===== src/rtl/mul_seq.sv =====
// Sequential 32x32 -> 64 shift-add multiplier with signed/unsigned operands (IDLE/CALC/DONE).
// Define MUL_SEQ_EARLY_EXIT_EN to finish as soon as the remaining multiplier bits are all zero.
module mul_seq (
  input  logic        clk,
  input  logic        resetn,
  input  logic        mult_begin,
  input  logic [31:0] mult_op1,
  input  logic [31:0] mult_op2,
  input  logic        mult_signed,
  output logic        busy,
  output logic        mult_end,
  output logic [63:0] product
);

  typedef enum logic [1:0] {IDLE, CALC, DONE} state_t;

  state_t      state;
  logic [31:0] mcand;
  logic [63:0] work;
  logic [5:0]  count;
  logic        sign;

  logic [31:0] mag1;
  logic [31:0] mag2;
  logic [32:0] sum;
  logic [63:0] shifted;

  // Magnitudes are taken as unsigned, so -2^31 maps cleanly to 0x80000000.
  assign mag1 = (mult_signed && mult_op1[31]) ? (~mult_op1 + 32'd1) : mult_op1;
  assign mag2 = (mult_signed && mult_op2[31]) ? (~mult_op2 + 32'd1) : mult_op2;

  assign sum     = {1'b0, work[63:32]} + {1'b0, (work[0] ? mcand : 32'h0)};
  assign shifted = {sum, work[31:1]};
  assign busy    = (state != IDLE);

`ifdef MUL_SEQ_EARLY_EXIT_EN
  logic [30:0] rest_mask;
  logic        early;
  logic [63:0] exit_work;

  // Unconsumed multiplier bits sit in work[31-count:1]; once they are zero only shifts remain.
  assign rest_mask = 31'h7FFF_FFFF >> count[4:0];
  assign early     = ((work[31:1] & rest_mask) == 31'h0);
  assign exit_work = shifted >> (5'd31 - count[4:0]);
`endif

  always_ff @(posedge clk or negedge resetn) begin
    if (!resetn) begin
      state    <= IDLE;
      mcand    <= 32'h0;
      work     <= 64'h0;
      count    <= 6'd0;
      sign     <= 1'b0;
      product  <= 64'h0;
      mult_end <= 1'b0;
    end else begin
      mult_end <= 1'b0;
      case (state)
        IDLE: begin
          if (mult_begin) begin
            mcand <= mag1;
            work  <= {32'h0, mag2};
            sign  <= mult_signed & (mult_op1[31] ^ mult_op2[31]);
            count <= 6'd0;
            state <= CALC;
          end
        end
        CALC: begin
          count <= count + 6'd1;
`ifdef MUL_SEQ_EARLY_EXIT_EN
          if (early) begin
            work  <= exit_work;
            state <= DONE;
          end else begin
            work <= shifted;
            if (count == 6'd31) state <= DONE;
          end
`else
          work <= shifted;
          if (count == 6'd31) state <= DONE;
`endif
        end
        DONE: begin
          product  <= sign ? (~work + 64'd1) : work;
          mult_end <= 1'b1;
          state    <= IDLE;
        end
        default: state <= IDLE;
      endcase
    end
  end

endmodule


===== config.mk =====
export PLATFORM = sky130hd
export DESIGN_NAME = mul_seq
export DESIGN_NICKNAME = d
export VERILOG_FILES = /design/src/rtl/mul_seq.sv
export SDC_FILE = /design/constraint.sdc
export NUM_CORES = 1
export LEC_CHECK = 0
export ABC_CLOCK_PERIOD_IN_PS = 3400
export CAP_MARGIN = 20
export CORE_UTILIZATION = 57
export DETAILED_ROUTE_END_ITERATION = 12
export PLACE_DENSITY = 0.81
export SLEW_MARGIN = 20
export SYNTH_ARGS = -nofsm -noshare
export SYNTH_HDL_FRONTEND = slang
export SYNTH_SLANG_ARGS = --single-unit
export TNS_END_PERCENT = 50

===== constraint.sdc =====
create_clock -name clk -period 3.4 [get_ports clk]
set_input_delay 0.68 -clock clk [delete_from_list [all_inputs] [get_ports clk]]
set_output_delay 0.68 -clock clk [all_outputs]
set_load 0.1 [all_outputs]

After elaboration in Yosys (flattened, before gate mapping)
Index checks and enable logic that the tools add are counted.
- equal/unequal tests: 5
- add/sub/neg operators: 5
- reduce and logical (&&, ||, !) cells: 8
- bitwise logic cells: 5
- multiplexer cells: 12
- operators with widths (operator ; number):
    2-to-1 mux 64 bit ; 2
    one-hot mux 64 bit (2 select lines) ; 1
    2-to-1 mux 32 bit ; 3
    adder 32 x 1 -> 32 bit (second input constant) ; 2
    adder 64 x 1 -> 64 bit (second input constant) ; 1
    NOT 32 bit ; 2
    NOT 64 bit ; 1
    adder 32 x 32 -> 33 bit ; 1
    one-hot mux 6 bit (2 select lines) ; 1
    adder 6 x 1 -> 6 bit (second input constant) ; 1
    equality test 6 x 5 -> 1 bit (second input constant) ; 1
    2-to-1 mux 6 bit ; 1
    AND reduction 2 bit ; 3
    2-to-1 mux 2 bit ; 2
    inequality test 2 bit (second input constant) ; 2
    one-hot mux 2 bit (2 select lines) ; 1
    nonzero test 2 bit ; 2
    equality test 2 x 1 -> 1 bit (second input constant) ; 1
    equality test 2 bit (second input constant) ; 1
    logical AND 1 bit ; 2
    logical NOT 2 bit ; 1
    AND 1 bit ; 1
    2-to-1 mux 1 bit ; 1
    bitwise XOR 1 bit ; 1
- logic and storage cells: 42
- register bits: 170
- output and inout bits: 66
- input bits: 68

Depth between registers and ports, before layout
- depth after elaboration: 5
- gate-level depth with buffers: 13
- gate-level depth less buffers: 12

Least setup slack after synthesis
Ideal clock, no wire load.
- kind: flip-flop to flip-flop
- start: register work[0]
- end: register work[53]
- data arrival time: 2.905 ns
- cell stages (with the launch flop): 14
- data required time: 3.278 ns
- period minus slack after synthesis: 3.026 ns
- library setup time: 0.122 ns
- path slack: 0.374 ns
- buffers on the path: 1
- cells stage by stage: dfrtp_1 > clkbuf_1 > and2_1 > ha_1 > inv_1 > fa_1 > nor2b_1 > o2111ai_1 > a21oi_1 > o21ai_0 > a211oi_1 > o21bai_1 > a21o_1 > a32o_1
- word-level cells in the longest chain between the ends: 3
- ends and longest elaborated chain (element ; line ; RTL):
    start, declared ; 19 ; logic [63:0] work;
    start signal, assigned ; 62 ; work <= {32'h0, mag2};
    start signal, assigned ; 79 ; work <= shifted;
    2-to-1 mux 32 bit ; 32 ; assign sum = {1'b0, work[63:32]} + {1'b0, (work[0] ? mcand : 32'h0)};
    adder 32 x 32 -> 33 bit ; 32 ;
    one-hot mux 64 bit (2 select lines) ; 58 ; case (state)
Every way passes these cells.
A chain may end at the register's enable or synchronous reset.

Final worst setup path
- start: register work[31]
- end: register product[55]
- word-level cells in the longest chain between the ends: 3
- ends and longest elaborated chain (element ; line ; RTL):
    NOT 64 bit ; 84 ; product <= sign ? (~work + 64'd1) : work;
    adder 64 x 1 -> 64 bit ; 84 ;
    2-to-1 mux 64 bit ; 84 ;
    end signal, assigned ; 84 ;
    end, declared ; 12 ; output logic [63:0] product
Every way passes these cells.

==> flow_summary.yaml <==
worst_setup_path:
  crit-reg2reg-launch: "work[31]"
  rr_worst_depth: 8
  path_max_fanout: 5
  rr_endpoint: "product[55]"
  startpoint: "work[31]"
  required_ns: 3.68
  crit_type: "flop to flop"
  end_kind: "flop"
  arrival_ns: 3.51
  r2r_slack_ns: 0.17
  cp-start-kind: "flop"
logic_synthesis:
  synthArstFlopShare_pct: 100.0
  ys_warn_count: 0
  yosys.area.top_type: "dfrtp_1"
  netlist_instances: 1293
  synth.top_cell.area_share_pct: 38.86
  synthesis.nets: 1398
  avgSynthCellArea_um2: 8.466
  synth-edff-count: 0
  yosysUniqueCellTypes: 62
  yosysSeqAreaShare_pct: 38.86
  synth_ff_type: "dfrtp_1"
  synthTopCellsByArea: "dfrtp_1 39%, o21ai_0 9.1%, xor2_1 7.4%, nand2_1 6.5%, ha_1 4.1%"
  netlist_area_um2: 10950
  synth-seq-cells: 170
finish:
  fillers: 1483
  num_antenna_cells: 0
  drive_gt1_share_pct: 10.94
  nNetsFinal: 1527
  area_growth_pct: 20.26
  final_util_pct: 70.15
global_routing:
  grt_pass1_vias: 9674
  grt_max_degree: 103
  met1_usage_pct: 39.65
  track_usage_pct: 31.11
  grt_antenna_before_repair: 0
  met2_usage_pct: 52.79
  globalRouteOverflowTotal: 0
  grtUsageMet3_pct: 4.993
  top_usage_layer: "met2"
  grt_pass1_wl_um: 48550
route:
  drtPass1Iterations: 6
  via_per_inst: 6.083
  wl_um: 29770
  antenna_left: 0
  wire_per_inst_um: 17.84
  num_vias: 10150
  drc: 0
  drt_iter0_drc: 769
power_and_ir_drop:
  p_leak_nw: 5.622
  p_total_mw: 9.376
  vdd_drop_max_mv: 0.4277
  seqPwrFrac_pct: 36.2
  combPwrFrac_pct: 43.2
  p_sw_mw: 4.043
  power_switching_share_pct: 43.12
  p_int_mw: 5.333
  clkPwrFrac_pct: 20.6
  p_per_area_nw_per_um2: 712.2
sta:
  fin_hold_ws_ns: 0.1884
  max_freq_ghz: 0.3099
  hold_violations: 0
  period_share_pct: 94.91
  slew_violations: 0
  skew_ns: 0.01321
  worstMarginPinSlew_ns: 0.9762
  fin_tns_setup_ns: 0
  period_needed_ns: 3.227
  setup_violations: 0
  max_slew_margin_pct: 34.72
  rsz0062_at_grt: "false"
min_path:
  hold_path_class: "input pin to asynchronous set/reset pin"
clocking:
  tritoncts: "built"
  cts_hold_buf: 0
  post_cts_buffers: 0
  clk_pin_slew_ns: 0.07
  htreeDepth: 4
  clk_latency_ns: 0.44
  numCtsBuffers: 17
  clockRootBuffer: "clkbuf_16"
  cts_sinks: 170
  cts_buffer_depth: 2
  cts-resized-gates: 0
floorplanning:
  fp.dieW_um: 140.6
  coreArea_um2: 18770
  die_area_um2: 19760
  row_count: 50
  ioPinCount: 134
  start_util_pct: 58.33
  die_h_um: 140.6
place:
  port-buffer-count: 133
  dpl.hpwl_um: 21950
  place.gp.congestion: 0.9769
outcome:
  status: "complete, no violations"
run:
  maxCapViolCount: 0
[state kept, by name, indices dropped and copies added (netlist names)]
| name | cells |
|---|---|
| mcand | 32 |
| count | 6 |
| work | 64 |
| product | 64 |
| sign | 1 |
| state | 2 |
| mult_end | 1 |
[final cells by class]
| cell class | count | area, µm² | area share (%) |
|---|---|---|---|
| well taps | 234 | 292.8 | 2.224 |
| clock buffers | 18 | 439.2 | 3.336 |
| multi-input cells | 1024 | 6339 | 48.15 |
| flip-flops and latches | 170 | 4255 | 32.32 |
| clock inverters | 14 | 143.9 | 1.093 |
| inverters | 24 | 90.09 | 0.6843 |
| repair buffers | 185 | 1605 | 12.19 |
[metal layers]
metal	vias to the layer above	share of wire, %
met5	-	0
met4	0	3.4
met3	78	6.3
met2	413	49
met1	4791	41
li1	4870	-
[cell usage after synthesis (3+ instances only)]
cell type  number
a211oi_1        8
o21a_1          3
nor4_1         11
and2_1         43
a31oi_1        11
or4_1          14
o21ai_1         4
a21oi_1        61
a32o_1          6
a21boi_0        4
nand3b_1        3
o41ai_2         3
mux2i_1         7
nor3_1         22
ha_1           36
nor2b_1         7
and3_1          3
o21ai_0       200
dfrtp_1       170
or2_2           4
nand4_1        10
nand3_1        34
a22oi_1        24
o21bai_1        9
xnor2_1        49
clkbuf_1       65
nand2b_1       14
o41ai_1        16
inv_1          24
xor2_1         93
buf_1           9
nand2_1       191
a21o_1          7
nor2_1         62
o31ai_1        25
or3_1          11
[layout by cell type, fill, tap and decap left out, types with 6 or more instances in the layout]
master	Yosys	final
a211oi_1	8	8
a21o_1	7	7
a21oi_1	61	61
a22oi_1	24	24
a31oi_1	11	11
a32o_1	6	6
and2_1	43	43
buf_4	0	103
clkbuf_16	0	17
clkdlybuf4s50_1	0	80
dfrtp_1	170	169
ha_1	36	36
inv_1	24	24
inv_8	0	6
mux2i_1	7	7
nand2_1	191	190
nand2b_1	14	13
nand3_1	34	34
nand4_1	10	10
nor2_1	62	61
nor2b_1	7	6
nor3_1	22	22
nor4_1	11	11
o21ai_0	200	200
o21bai_1	9	9
o31ai_1	25	24
o41ai_1	16	16
or3_1	11	11
or4_1	14	14
xnor2_1	49	49
xor2_1	93	93
[worst max-delay path, stage by stage, from the launching register on]
cell and delay (ns):
dfrtp_1 0.44, or4_4 0.54, or4_4 0.45, or3_4 0.36, nor3_1 0.35, nand3_1 0.30, o31ai_1 0.37, xor2_1 0.17
o21ai_0 0.08
[power groups by stage]
stage | Combinational (mW) | Sequential, mW | Clock, mW
floorplan | 3.04 | 3.09 | 0
global placement | 3.89 | 3.37 | 0
detailed placement | 3.99 | 3.39 | 0
CTS | 4.02 | 3.36 | 1.94
global route | 4.55 | 3.45 | 2.03
finish | 4.05 | 3.39 | 1.93
[logic make-up (layout without fill, tap and decap cells)]
kind of cell	Yosys count	count (layout)	synth area share, %
DFF	170	170	38.86
AOI/OAI and AO/OA	399	399	22.16
muxes	7	7	0.6401
adders and majority gates	37	37	4.298
xor gates and xnor gates	142	142	11.36
buffers and inverters	99	241	3.463
and+or+nand+nor	439	439	19.21
[how the worst max path moves through the flow]
stage	end	slack, ns
2_1_floorplan	work[53]	0.37
3_3_place_gp	work[28]	0.05
3_5_place_dp	work[28]	0.02
4_1_cts	product[61]	0.17
5_1_grt	product[59]	0.05
6_report	product[55]	0.17
[per-stage QoR]
step | instance area, µm² | instances | worst slack [ns]
after floorplan | 10950 | 1293 | 0.3739
after global placement | 12580 | 1637 | 0.05015
after detailed placement | 12580 | 1637 | 0.01695
after CTS | 13160 | 1669 | 0.1722
after global routing | 13170 | 1669 | 0.04639
final | 13170 | 1669 | 0.1731
Power figures use the tool's default switching activity.
